--- src/rtl/rpg_uart_rx_pkg.sv ---
// rpg_uart_rx shared types
// Receiver state encoding
package rpg_uart_rx_pkg;

  typedef enum logic [2:0] {
    S_IDLE,
    S_START,
    S_DATA,
    S_STOP,
    S_BREAK
  } uart_state_e;

endpackage

--- src/rtl/rpg_byte_fifo.sv ---
// rpg_byte_fifo: first-word-fall-through byte queue
// Head is visible whenever non-empty; push while full is accepted only with a pop
module rpg_byte_fifo #(
  parameter int WIDTH = 8,
  parameter int DEPTH = 16
) (
  input  logic                   clk,
  input  logic                   rst,
  input  logic                   i_push,
  input  logic [WIDTH-1:0]       i_data,
  input  logic                   i_pop,
  output logic [WIDTH-1:0]       o_data,
  output logic                   o_full,
  output logic                   o_empty,
  output logic [$clog2(DEPTH):0] o_count
);

  localparam int AW = $clog2(DEPTH);
  localparam logic [AW-1:0] P_ONE = AW'(1);
  localparam logic [AW:0]   C_ONE = (AW+1)'(1);
  localparam logic [AW:0]   C_FULL = (AW+1)'(DEPTH);

  logic [WIDTH-1:0] r_mem [DEPTH];
  logic [AW-1:0]    r_wr;
  logic [AW-1:0]    r_rd;
  logic [AW:0]      r_count;
  logic             w_pop;
  logic             w_push;

  assign o_empty = (r_count == '0);
  assign o_full  = (r_count == C_FULL);
  assign o_count = r_count;
  assign w_pop   = i_pop & ~o_empty;
  assign w_push  = i_push & (~o_full | w_pop);
  assign o_data  = o_empty ? '0 : r_mem[r_rd];

  // Pointer and occupancy bookkeeping
  always_ff @(posedge clk) begin
    if (rst) begin
      r_wr    <= '0;
      r_rd    <= '0;
      r_count <= '0;
    end else begin
      if (w_push) r_wr <= r_wr + P_ONE;
      if (w_pop)  r_rd <= r_rd + P_ONE;
      if (w_push && !w_pop)
        r_count <= r_count + C_ONE;
      else if (w_pop && !w_push)
        r_count <= r_count - C_ONE;
    end
  end

  // Storage write; a full-with-pop push overwrites the slot being read out
  always_ff @(posedge clk) begin
    if (w_push) r_mem[r_wr] <= i_data;
  end

endmodule

--- src/rtl/rpg_uart_rx.sv ---
// rpg_uart_rx: 8N1 oversampling UART receiver with byte FIFO
// Feeds the reprogram loader through a valid/ready byte stream
module rpg_uart_rx
  import rpg_uart_rx_pkg::*;
#(
  parameter int CLK_HZ     = 50000000,
  parameter int BAUD       = 115200,
  parameter int OVERSAMPLE = 16,
  parameter int FIFO_DEPTH = 16
) (
  input  logic                        clk,
  input  logic                        rst,
  input  logic                        rx,
  output logic [7:0]                  byte_data,
  output logic                        byte_valid,
  input  logic                        byte_ready,
  output logic [$clog2(FIFO_DEPTH):0] fifo_count,
  output logic                        rx_busy,
  output logic                        frame_err,
  output logic                        overrun
);

  localparam int DIV = CLK_HZ / (BAUD * OVERSAMPLE);
  localparam int TW  = (DIV > 1) ? $clog2(DIV) : 1;
  localparam int SW  = $clog2(OVERSAMPLE);
  localparam logic [TW-1:0] T_RLD   = TW'(DIV - 1);
  localparam logic [TW-1:0] T_ONE   = TW'(1);
  localparam logic [SW-1:0] SC_MID  = SW'(OVERSAMPLE / 2 + 1);
  localparam logic [SW-1:0] SC_LAST = SW'(OVERSAMPLE - 1);
  localparam logic [SW-1:0] SC_ONE  = SW'(1);

  logic          r_meta;
  logic          r_rxs;
  uart_state_e   r_state;
  uart_state_e   w_state_nxt;
  logic [TW-1:0] r_tcnt;
  logic [SW-1:0] r_sc;
  logic [1:0]    r_samp;
  logic [7:0]    r_shift;
  logic [2:0]    r_bitcnt;
  logic          r_push;
  logic [7:0]    r_push_data;
  logic          r_ferr;
  logic          w_tick;
  logic          w_vote;
  logic          w_leave_idle;
  logic          w_push;
  logic          w_ferr;
  logic          w_full;
  logic          w_empty;
  logic          w_pop;

  assign w_tick = (r_state != S_IDLE) && (r_tcnt == '0);
  assign w_vote = (r_samp[1] & r_samp[0]) |
                  (r_samp[1] & r_rxs) |
                  (r_samp[0] & r_rxs);

  // Two-flop synchroniser for the asynchronous line, idles high
  always_ff @(posedge clk) begin
    if (rst) begin
      r_meta <= 1'b1;
      r_rxs  <= 1'b1;
    end else begin
      r_meta <= rx;
      r_rxs  <= r_meta;
    end
  end

  // State register
  always_ff @(posedge clk) begin
    if (rst) r_state <= S_IDLE;
    else     r_state <= w_state_nxt;
  end

  // Next-state and strobe decode
  always_comb begin
    w_state_nxt  = r_state;
    w_leave_idle = 1'b0;
    w_push       = 1'b0;
    w_ferr       = 1'b0;
    unique case (r_state)
      S_IDLE: begin
        if (!r_rxs) begin
          w_state_nxt  = S_START;
          w_leave_idle = 1'b1;
        end
      end
      S_START: begin
        if (w_tick && r_sc == SC_MID)
          w_state_nxt = w_vote ? S_IDLE : S_DATA;
      end
      S_DATA: begin
        if (w_tick && r_sc == SC_LAST && r_bitcnt == 3'd7)
          w_state_nxt = S_STOP;
      end
      S_STOP: begin
        if (w_tick && r_sc == SC_LAST) begin
          if (w_vote) begin
            w_push      = 1'b1;
            w_state_nxt = S_IDLE;
          end else begin
            w_ferr      = 1'b1;
            w_state_nxt = S_BREAK;
          end
        end
      end
      S_BREAK: begin
        if (r_rxs) w_state_nxt = S_IDLE;
      end
      default: w_state_nxt = S_IDLE;
    endcase
  end

  // Tick divider, sample counter, vote window and byte assembly
  always_ff @(posedge clk) begin
    if (rst) begin
      r_tcnt      <= T_RLD;
      r_sc        <= '0;
      r_samp      <= 2'b11;
      r_shift     <= '0;
      r_bitcnt    <= '0;
      r_push      <= 1'b0;
      r_push_data <= '0;
      r_ferr      <= 1'b0;
    end else begin
      r_push <= w_push;
      r_ferr <= w_ferr;
      if (w_push) r_push_data <= r_shift;
      if (w_leave_idle)
        r_tcnt <= T_RLD;
      else if (r_state != S_IDLE)
        r_tcnt <= (r_tcnt == '0) ? T_RLD : r_tcnt - T_ONE;
      if (w_leave_idle) begin
        r_sc     <= '0;
        r_bitcnt <= '0;
      end else if (w_tick) begin
        r_samp <= {r_samp[0], r_rxs};
        if ((r_state == S_START && r_sc == SC_MID) ||
            r_sc == SC_LAST)
          r_sc <= '0;
        else
          r_sc <= r_sc + SC_ONE;
        if (r_state == S_DATA && r_sc == SC_LAST) begin
          r_shift  <= {w_vote, r_shift[7:1]};
          r_bitcnt <= r_bitcnt + 3'd1;
        end
      end
    end
  end

  assign w_pop      = byte_valid & byte_ready;
  assign byte_valid = ~w_empty;
  assign rx_busy    = (r_state != S_IDLE);
  assign frame_err  = r_ferr;
  assign overrun    = r_push & w_full & ~w_pop;

  rpg_byte_fifo #(
    .WIDTH (8),
    .DEPTH (FIFO_DEPTH)
  ) u_fifo (
    .clk     (clk),
    .rst     (rst),
    .i_push  (r_push),
    .i_data  (r_push_data),
    .i_pop   (w_pop),
    .o_data  (byte_data),
    .o_full  (w_full),
    .o_empty (w_empty),
    .o_count (fifo_count)
  );

endmodule
--- config.mk ---
export PLATFORM = sky130hd
export DESIGN_NAME = rpg_uart_rx
export DESIGN_NICKNAME = d
export VERILOG_FILES = /design/src/rtl/rpg_uart_rx_pkg.sv /design/src/rtl/rpg_byte_fifo.sv /design/src/rtl/rpg_uart_rx.sv
export SDC_FILE = /design/constraint.sdc
export NUM_CORES = 1
export LEC_CHECK = 0
export CAP_MARGIN = 20
export CORE_MARGIN = 2
export CORE_UTILIZATION = 65
export DETAILED_ROUTE_END_ITERATION = 10
export PLACE_DENSITY = 0.83
export SLEW_MARGIN = 30
export SYNTH_ARGS = -nofsm -noshare
export SYNTH_HDL_FRONTEND = slang
export SYNTH_SLANG_ARGS = --single-unit
--- constraint.sdc ---
create_clock -name clk -period 7.8 [get_ports clk]
set_clock_uncertainty 0.1 [all_clocks]
set_input_delay 1.95 -clock clk [delete_from_list [all_inputs] [get_ports clk]]
set_output_delay 1.95 -clock clk [all_outputs]
set_load 0.01 [all_outputs]
==> results of run 1 <==
## flip-flops by register name (all words and copies together), names as in the netlist, named ones only
signal          cells
r_rxs               1
r_shift             8
r_samp              2
r_state             3
r_push_data         8
frame_err           1
r_tcnt              5
u_fifo.r_mem      128
r_push              1
r_bitcnt            3
r_sc                4
u_fifo.r_wr         4
u_fifo.o_count      5
u_fifo.r_rd         4
r_meta              1
## critical path: cells and delay by family
family	cells	cell delay (ns)
AND/OR/NAND/NOR	2	0.40
buffers and inverters	2	1.03
## kinds of logic after synthesis
kind of cell	Yosys count	synth area share
compound gates	51	0.0483
mux	60	0.135
flops	182	0.653
xor+xnor	12	0.0139
fa+ha+maj	18	0.0305
buf+inv	42	0.0277
simple gates	139	0.0914
## metal layers
layer,GRT usage,routed length (µm),up-vias
met4,0.0848,256,0
met3,0.0637,824,23
met1,0.325,6070,2075
met5,0,0,-
met2,0.409,7290,164
li1,-,-,1928
## power by group through the flow
stage / Sequential [mW] / Clock (mW) / Combinational (mW)
floorplan: 1.08 / 0 / 0.290
global placement: 1.08 / 0 / 0.431
detailed placement: 1.08 / 0 / 0.449
CTS: 1.06 / 0.877 / 0.452
global route: 1.06 / 0.917 / 0.488
finish: 1.06 / 0.867 / 0.451
## stage by stage
| stage | cells | setup slack (ns) |
|---|---|---|
| finish | 676 | 2.37 |
| global route | 676 | 2.31 |
| CTS | 676 | 2.36 |
| detailed placement | 644 | 2.38 |
| global placement | 644 | 2.38 |
| floorplan | 504 | 3.34 |
## worst min-delay path by stage
stage | slack (ns) | endpoint | cells past startpoint | from
final | 0.32 | r_rxs$_SDFF_PP1_ | 1 | r_meta$_SDFF_PP1_
after global routing | 0.35 | r_rxs$_SDFF_PP1_ | 1 | r_meta$_SDFF_PP1_
after CTS | 0.32 | r_rxs$_SDFF_PP1_ | 1 | r_meta$_SDFF_PP1_
after detailed placement | 0.30 | r_rxs$_SDFF_PP1_ | 1 | r_meta$_SDFF_PP1_
after global placement | 0.30 | r_rxs$_SDFF_PP1_ | 1 | r_meta$_SDFF_PP1_
after floorplan | 0.29 | r_rxs$_SDFF_PP1_ | 1 | r_meta$_SDFF_PP1_
## synthesized netlist by cell type, drive strengths merged (2+ instances only)
master	number	area, µm²
edfxtp	128	3840
dfxtp	54	1080
nand2	42	158
nor2	40	153
mux4	32	736
mux2i	27	270
buf	18	119
a211oi	17	128
ha	16	200
clkbuf	12	45.0
inv	12	45.0
a21oi	11	55.1
nand3	10	50.1
nor2b	9	56.3
nor3	9	50.1
xor2	8	70.1
nand2b	6	37.5
o211ai	5	42.5
o21ai	5	36.3
or4	4	33.8
xnor2	4	35.0
o21a	3	22.5
or2	3	18.8
or3	3	18.8
and2	2	12.5
and3	2	12.5
nand3b	2	15.0
o22ai	2	12.5
## final cells by class
type                            count  area (µm²)
Tap cell                          143         179
Clock inverter                      8        78.8
Inverter                           12        45.0
Sequential cell                   182        4920
Multi-Input combinational cell    280        2410
Timing Repair Buffer               27         253
Fill cell                         691        2950
Clock buffer                       24         536
==> flow_summary.toml, run 1 <==
[worst_setup_path]
endpoint_kind = "output port"
crit_chain = "clkdlybuf4s50_1 > nand2b_1 > nor3_1 > clkdlybuf4s50_1"
crit_end = "overrun"
path_class = "in2out"
r2r_setup_slack_ns = 4.73
cp_max_fo = 4
r2r-end = "u_fifo.o_count[4]$_SDFFE_PP0P_"
critPathMaxStageDelay_ns = 0.56
ff2ff_path_depth = 9
crit_arrival_ns = 3.38
crit_top_cell = "clkdlybuf4s50_1"
crit_path_start = "byte_ready"
slowest_stage = "clkdlybuf4s50_1"
cp.required_ns = 5.75
crit_path_start_kind = "input pin"
rr_startpoint = "u_fifo.o_count[1]$_SDFFE_PP0P_"

[synth]
synth-async-reset-ratio = 0
ys_seq_area_frac = 0.653
synth-seq-cells = 182
synth_nets = 525
synth_area_um2 = 7540
ys.flop_type = "edfxtp_1"
synth_edf_count = 128
ys_types = 56
syn_avg_cell_area_um2 = 15.0
yosysWarningCount = 0
syn_inst = 504

[global_route]
grt_usage = 0.248
grt_pass1_wl_mm = 23.1
grt_max_degree = 33
antenna_found_initial = 0
grt.overflow.total = 0
grt_pass1_vias = 4308

[power_and_ir_drop]
p_leak_nw = 3.17
p_int_mw = 1.78
swShare = 0.254
switchingPower_mw = 0.603
pwr-share-clk = 0.365
seqPwrFrac = 0.446
power.total_mw = 2.38
peakVddDrop_uv = 235
power_density_nw_per_um2 = 282
combPwrFrac = 0.190

[routing]
dr.pass1.iters = 5
routed_wl_mm = 14.4
avgRoutedWirePerCell_um = 21.4
via_count = 4190
viasPerCell = 6.20
drc = 0
drtIter0Drc = 411
drtAntennaViolNets = 0

[floorplan]
rows = 39
die_x_um = 112
start_util = 0.663
design.core.area_um2 = 11400
ios = 21
die_h_um = 112
dieArea_um2 = 12500

[cts]
clock_latency_ns = 0.42
cts_tree = "done"
clkSlewWorstSetupHoldPaths_ns = 0.07
post-cts-setup-buffer-count = 0
root_buffer = "clkbuf_16"
cts.repair.resized = 0
cts_buffers = 17
cts_hold_buffers = 0
ctsLongestPathBuffers = 2
htreeDepth = 4
cts_sinks = 182

[final_layout]
syn_to_final_growth_pct = 11.7
diodes = 0
nets = 541
layout_commonest_cell = "edfxtp_1"
fin_util = 0.741
final_cell_mix = "edfxtp_1, dfxtp_1, nand2_1"
drive_above_1_share = 0.141
fin_area_um2 = 8420

[place]
place.detailed.hpwl_mm = 8.69
placed_cell_area_um2 = 7810
place_congestion = 0.813
portBuffers = 20

[sta]
timing.setup.tns_ns = 0
relSlewSlack = 0.441
setup_viol = 0
layout_min_cycle_time_ns = 5.43
hold_viol_final = 0
rsz0062_at_grt = "false"
fmax_mhz = 184
worst_pin_slew_ns = 0.836
final-max-slew-violation-count = 0
timing.hold.ws_ns = 0.321
fin_crit_sh = 0.697

[status]
status = "complete, no violations"

[worst_hold_path]
holdCritPathClass = "reg2reg"

[job]
max_cap_viol_count = 0
Power figures use the tool's default switching activity.
==> inputs of run 2 (changes only) <==
--- a/config.mk
+++ b/config.mk
@@ -7,9 +7,9 @@
 export LEC_CHECK = 0
 export CAP_MARGIN = 20
 export CORE_MARGIN = 2
-export CORE_UTILIZATION = 65
+export CORE_UTILIZATION = 61
 export DETAILED_ROUTE_END_ITERATION = 10
-export PLACE_DENSITY = 0.83
+export PLACE_DENSITY = 0.79
 export SLEW_MARGIN = 30
 export SYNTH_ARGS = -nofsm -noshare
 export SYNTH_HDL_FRONTEND = slang
==> constraint.sdc (replaced) <==
create_clock -name clk -period 5.1 [get_ports clk]
set_clock_uncertainty 0.1 [all_clocks]
set_input_delay 1.275 -clock clk [delete_from_list [all_inputs] [get_ports clk]]
set_output_delay 1.275 -clock clk [all_outputs]
set_load 0.01 [all_outputs]
==> run 2 against run 1 <==
  * Clock power up 41%
  * Power rose by 48%
  * Worst setup slack worse by 1.7 ns
  * Die area increased by 6.3%
  * Via count is 2.2% lower
  * Core utilization is 4.4 points lower
  * Non-clock buffer count increased by 2
  * Critical path depth increased by 1
  * Cell area fell by 0.25%
  * Largest power group unchanged
  * Cell count up 3.8%
  * Critical endpoint is now byte_data[4]
==> flow_summary.toml, run 2 (synthesis gave the netlist of run 1 again) <==
[floorplan]
ios = 21
start_util = 0.625
rows = 40
die_h_um = 115
die_x_um = 115
dieArea_um2 = 13300
design.core.area_um2 = 12100

[global_route]
grt_pass1_wl_mm = 22.1
antenna_found_initial = 0
grt_max_degree = 33
grt_pass1_vias = 4142
grt.overflow.total = 0
grt_usage = 0.228

[worst_setup_path]
crit_arrival_ns = 3.06
r2r_setup_slack_ns = 2.05
ff2ff_path_depth = 9
cp.required_ns = 3.72
endpoint_kind = "output port"
r2r-end = "u_fifo.o_count[4]$_SDFFE_PP0P_"
crit_path_start_kind = "flop"
path_class = "reg2out"
rr_startpoint = "u_fifo.o_count[1]$_SDFFE_PP0P_"
cp_max_fo = 14

[place]
placed_cell_area_um2 = 7850
place_congestion = 0.811
place.detailed.hpwl_mm = 8.79
portBuffers = 20
dpl_worst_slack_ns = 1.02

[final_layout]
final_cell_mix = "edfxtp_1, dfxtp_1, nand2_1"
reg_top3 = "u_fifo.r_mem x128, r_push_data x8, r_shift x8"
n_fill_cell = 806
syn_to_final_growth_pct = 11.4
layout_commonest_cell = "edfxtp_1"
nets = 543
largest-register = "u_fifo.r_mem"
largest_register_ffs = 128
drive_above_1_share = 0.139
fin_area_um2 = 8400
diodes = 0

[sta]
fmax_mhz = 225
worst_pin_slew_ns = 0.841
layout_min_cycle_time_ns = 4.44
relSlewSlack = 0.438
timing.hold.ws_ns = 0.327
timing.setup.tns_ns = 0
setup_viol = 0
fin_crit_sh = 0.870
rsz0062_at_grt = "false"
timing.final.ws_setup_ns = 0.662
hold_viol_final = 0
final-max-slew-violation-count = 0

[worst_hold_path]
holdPathEnd = "r_rxs$_SDFF_PP1_"
hold_depth = 1
holdCritPathClass = "reg2reg"
worstHoldStart = "r_meta$_SDFF_PP1_"

[cts]
cts_buffers = 17
htreeDepth = 4
cts_tree = "done"
clock_latency_ns = 0.43
cts.repair.resized = 0
clkSlewWorstSetupHoldPaths_ns = 0.06
ctsLongestPathBuffers = 2
root_buffer = "clkbuf_16"
cts_hold_buffers = 0
cts_sinks = 182
post-cts-setup-buffer-count = 0

[status]
status = "complete, no violations"

[power_and_ir_drop]
power_density_nw_per_um2 = 419
power.total_mw = 3.52
peakVddDrop_uv = 352
p_leak_nw = 3.13

[routing]
viasPerCell = 5.83
drtAntennaViolNets = 0
drc = 0
routed_wl_mm = 13.7
dr.pass1.iters = 5
avgRoutedWirePerCell_um = 19.5
drtIter0Drc = 362
via_count = 4096

[job]
max_cap_viol_count = 0
-- run 2: how the worst max path moves through the flow --
| stage | end | slack (ns) | depth (start not counted) |
|---|---|---|---|
| floorplan | u_fifo.o_count[4]$_SDFFE_PP0P_ | 1.75 | 10 |
| global placement | overrun | 1.02 | 4 |
| detailed placement | overrun | 1.02 | 4 |
| CTS | byte_data[4] | 0.60 | 5 |
| global route | byte_data[3] | 0.47 | 5 |
| finish | byte_data[4] | 0.66 | 5 |
-- run 2: layout make-up --
class / instances / area, µm² / area share
Inverter: 12 / 45.0 / 0.00536
Multi-Input combinational cell: 280 / 2410 / 0.286
Tap cell: 168 / 210 / 0.0250
Clock inverter: 11 / 110 / 0.0131
Clock buffer: 20 / 437 / 0.0520
Sequential cell: 182 / 4920 / 0.586
Timing Repair Buffer: 29 / 268 / 0.0319
-- run 2: routing by layer --
layer,wire length (µm),track usage,part of all wire
met1,6030,0.309,0.44
met2,6840,0.367,0.50
met3,604,0.0575,0.044
met4,218,0.0723,0.016
met5,0,0,0
-- run 2: worst max-delay path: stages (launching register included) --
cell             delay, ns
dfxtp_1               0.87
buf_4                 0.35
mux4_2                0.51
a211oi_1              0.31
a211oi_1              0.08
clkdlybuf4s50_1       0.51
-- run 2: power by group --
group          switching, mW  total, mW  internal [mW]
Combinational          0.325      0.663          0.338
Sequential            0.0452       1.63           1.59
Clock                  0.513       1.22          0.710
Total                  0.883       3.52           2.64
-- run 2: metrics by stage --
step / std cells / utilization
CTS: 702 / 0.696
global placement: 671 / 0.651
detailed placement: 671 / 0.651
floorplan: 504 / -
finish: 702 / 0.696
global route: 702 / 0.696
==> inputs of run 3 (changes only) <==
--- a/config.mk
+++ b/config.mk
@@ -7,9 +7,8 @@
 export LEC_CHECK = 0
 export CAP_MARGIN = 20
 export CORE_MARGIN = 2
-export CORE_UTILIZATION = 61
+export CORE_UTILIZATION = 30
 export DETAILED_ROUTE_END_ITERATION = 10
-export PLACE_DENSITY = 0.79
 export SLEW_MARGIN = 30
 export SYNTH_ARGS = -nofsm -noshare
 export SYNTH_HDL_FRONTEND = slang
==> run 3 against run 2 <==
  * Maximum frequency is 3.6% higher
  * Critical path type unchanged
  * Hold slack worse by 0.0093 ns
  * Power is 2.0% higher
  * Die area is 99% higher
  * Via count is 2.0% higher
  * Sequential power hardly changed
  * Critical endpoint is now byte_data[6]
==> flow_summary.toml, run 3 (synthesis gave the netlist of run 1 again) <==
[status]
status = "complete, no violations"

[cts]
cts_sinks = 182
cts.repair.resized = 0
clock_latency_ns = 0.43
clkSlewWorstSetupHoldPaths_ns = 0.07
post-cts-setup-buffer-count = 0
cts_hold_buffers = 0
cts_tree = "done"
ctsLongestPathBuffers = 2
cts_buffers = 17
htreeDepth = 4
root_buffer = "clkbuf_16"

[routing]
drtAntennaViolNets = 0
drtIter0Drc = 297
avgRoutedWirePerCell_um = 17.2
viasPerCell = 4.83
via_count = 4179
routed_wl_mm = 14.9
drc = 0
dr.pass1.iters = 4

[final_layout]
nets = 544
n_fill_cell = 2338
largest_register_ffs = 128
diodes = 0
drive_above_1_share = 0.146
final_cell_mix = "edfxtp_1, dfxtp_1, nand2_1"
layout_commonest_cell = "edfxtp_1"
syn_to_final_growth_pct = 14.6
largest-register = "u_fifo.r_mem"
reg_top3 = "u_fifo.r_mem x128, r_push_data x8, r_shift x8"

[power_and_ir_drop]
power.total_mw = 3.59
seqPwrFrac = 0.455
switchingPower_mw = 0.965
p_leak_nw = 3.14
power_density_nw_per_um2 = 416
pwr-share-clk = 0.353
swShare = 0.269
combPwrFrac = 0.192
peakVddDrop_uv = 225
p_int_mw = 2.63

[global_route]
use_met1 = 0.157
grt_usage = 0.119
grt_pass1_wl_mm = 23.5
grt_max_degree = 33
grt_pass1_vias = 4267
antenna_found_initial = 0
grt_use_met2 = 0.191
use_met3 = 0.0339
busiest_layer = "met2"
grt.overflow.total = 0

[sta]
worst_pin_slew_ns = 0.889
rsz0062_at_grt = "false"
final-max-slew-violation-count = 0
fin_crit_sh = 0.840
timing.setup.tns_ns = 0
fmax_mhz = 234
hold_viol_final = 0
relSlewSlack = 0.405
layout_min_cycle_time_ns = 4.28
setup_viol = 0

[worst_setup_path]
endpoint_kind = "output port"
crit_path_start_kind = "flop"
crit_arrival_ns = 2.91
path_class = "reg2out"
cp_max_fo = 16
cp.required_ns = 3.72

[worst_hold_path]
holdCritPathClass = "reg2reg"

[floorplan]
ios = 21
die_x_um = 163
start_util = 0.303
design.core.area_um2 = 24900
dieArea_um2 = 26400
rows = 58
die_h_um = 163

[job]
max_cap_viol_count = 0

[place]
portBuffers = 20
place_congestion = 0.790
place.detailed.hpwl_mm = 9.82
==> run 3: critical path: stages (launching register included) <==
cell and delay (ns):
dfxtp_2 0.64, buf_4 0.36, mux4_2 0.24, mux2i_1 0.08, a211oi_1 0.50, clkdlybuf4s50_1 0.64
==> run 3: final cells by class <==
type / instances / area [µm²] / share of cell area
Multi-Input combinational cell: 280 / 2410 / 0.278
Timing Repair Buffer: 30 / 275 / 0.0319
Sequential cell: 182 / 4930 / 0.570
Clock inverter: 11 / 124 / 0.0143
Tap cell: 330 / 413 / 0.0478
Inverter: 12 / 45.0 / 0.00521
Clock buffer: 21 / 450 / 0.0521
==> run 3: power groups by stage <==
stage | sequential, mW | clock (mW) | combinational [mW]
4_1_cts | 1.64 | 1.29 | 0.695
2_1_floorplan | 1.65 | 0 | 0.443
3_3_place_gp | 1.66 | 0 | 0.679
3_5_place_dp | 1.67 | 0 | 0.692
5_1_grt | 1.64 | 1.35 | 0.749
6_report | 1.64 | 1.27 | 0.688
==> run 3: layer usage <==
layer / vias to the layer above / part of all wire
met5: - / 0
met4: 0 / 0.014
met3: 13 / 0.037
met2: 93 / 0.47
met1: 2125 / 0.48
li1: 1948 / -
==> run 3: metrics by stage <==
step                      hold WS, ns   util  std cells  setup slack, ns  cell area (µm²)
after detailed placement        0.306  0.324        834            0.739             8060
after global routing            0.329  0.347        866            0.685             8640
after floorplan                 0.289      -        504             1.75             7540
final                           0.318  0.347        866            0.818             8640
after global placement          0.294  0.324        834            0.773             8060
after CTS                       0.323  0.347        866            0.453             8640
==> run 3: worst paths after layout <==
kind	start	endpoint	slack, ns	depth (start not counted)
worst max-delay path	flop	byte_data[6]	0.82	5
worst min-delay path	r_meta$_SDFF_PP1_	r_rxs$_SDFF_PP1_	0.32	1
worst min register to register	r_meta$_SDFF_PP1_	r_rxs$_SDFF_PP1_	0.32	1
worst max register to register	u_fifo.o_count[1]$_SDFFE_PP0P_	u_fifo.o_count[4]$_SDFFE_PP0P_	2.05	9
==> patch, RTL diff (flow settings as in run 1) <==
Set the parameter `CLK_HZ` to 12500000 (it was 50000000).
--- a/src/rtl/rpg_uart_rx.sv
+++ b/src/rtl/rpg_uart_rx.sv
@@ -3,7 +3,7 @@
 module rpg_uart_rx
   import rpg_uart_rx_pkg::*;
 #(
-  parameter int CLK_HZ     = 50000000,
+  parameter int CLK_HZ     = 12500000,
   parameter int BAUD       = 115200,
   parameter int OVERSAMPLE = 16,
   parameter int FIFO_DEPTH = 16
Formal check against the unedited RTL: same outputs for any inputs over 10 cycles, from zero or initial values and one cycle with rst high; that may be too few to reach the edited logic, so the function may still have changed.
==> patch against run 1 <==
Area after synthesis decreased by 1.1%. Final area decreased by 1.6%. Sequential cell count fell by 2. Worst setup slack improved by 0.015 ns. Count of clock-buffer cells in the layout fell by 4. Die area decreased by 1.1%. Wire length about the same. Non-clock buffer count stayed put. Power is 4.1% lower. Critical path type unchanged.
==> patch: results <==
group,metric,value,unit
power_and_ir_drop,ir_drop,211.3,µV
synthesis,yosys.cell_types.count,50,
layout,buffers,27,
synthesis,synth-compound-area-share,5.136,%
power_and_ir_drop,p_sw_share,26.15,%
routing,wl,14450,µm
synthesis,synth-adder-area-share,2.753,%
global_routing,grt_max_degree,44,
layout,register_area,4888,µm²
layout,final-clk-cell-share,6.569,%
placed_design,place_area,7741,µm²
layout,num-multi-input-gates,287,
hold_path,hp-start,"r_meta$_SDFF_PP1_",
global_routing,grt_pass1_wl,23530,µm
synthesis,synthMuxAreaShare,12.24,%
synthesis,synth_area_leaders,"edfxtp_1, dfxtp_1, mux4_2, mux2i_1, ha_1",
synthesis,seq_area_frac_synth,65.53,%
routing,first_iter_violations,339,
synthesis,async_flop_share,0,%
layout,buf_share,3.050,%
global_routing,overflow,0,
timing,fin_ws,2.380,ns
layout,drive_gt1_share,14.74,%
timing,whs,0.3130,ns
placed_design,dp_hpwl,8823,µm
hold_path,hold_path.class,"reg -> reg",
routing,drt-vias-per-instance,6.271,
routing,vias,4258,
synthesis,synth_xor_area_share,1.292,%
placed_design,placed_cells,647,
layout,multi_input_area_share,28.77,%
setup_path,rrSetupSlack,4.63,ns
synthesis,syn_nets,526,
setup_path,rr_startpoint,"u_fifo.o_count[0]$_SDFFE_PP0P_",
layout,syn_to_final_growth,11.14,%
hold_path,whs_path_depth,1,
placed_design,portBuffers,20,
clocking,post_cts_buffers,0,
timing,worst_pin_slew,0.8482,ns
setup_path,critPathArrivalTime,3.37,ns
power_and_ir_drop,power_leakage,2.886,nW
outcome,status,"complete, no violations",
layout,num-nonclk-inverters,10,
layout,fillCellCount,711,
synthesis,netlist_instances,507,
placed_design,place.gp.congestion,0.8024,
synthesis,synth_seq_cells,180,
layout,final_nets,542,
global_routing,grt_usage,25.46,%
layout,clock_buffers,20,
synthesis,post_synth_most_frequent_cells,"edfxtp_1, dfxtp_1, nor2_1, nand2_1, mux4_2",
==> patch: cell types whose count changed in the layout (fill, tap and decap cells not counted), moves of 5 or more <==
cell      delta
a21oi_1     +10
nand3b_1     +5
inv_4        -5
nand2_1      -5
mux2i_1      -9
nand2b_1    +15
==> patch: power by group through the flow <==
stage	clock network [mW]	registers [mW]	logic (mW)
detailed placement	0	1.10	0.419
floorplan	0	1.07	0.274
finish	0.789	1.08	0.416
global placement	0	1.09	0.400
CTS	0.801	1.08	0.422
global route	0.843	1.08	0.453
==> patch: worst max-delay path: cells and delay by family <==
| kind | cells | cell delay, ns |
|---|---|---|
| and+or+nand+nor | 2 | 0.39 |
| buffers and inverters | 2 | 1.04 |
==> patch: per-layer routing <==
metal | up-vias | track usage [%] | part of all wire, %
met3 | 31 | 6.069 | 5.4
met4 | 0 | 11.44 | 2.6
met1 | 2140 | 35.18 | 43
met5 | - | 0 | 0
met2 | 147 | 39.18 | 49
li1 | 1940 | - | -
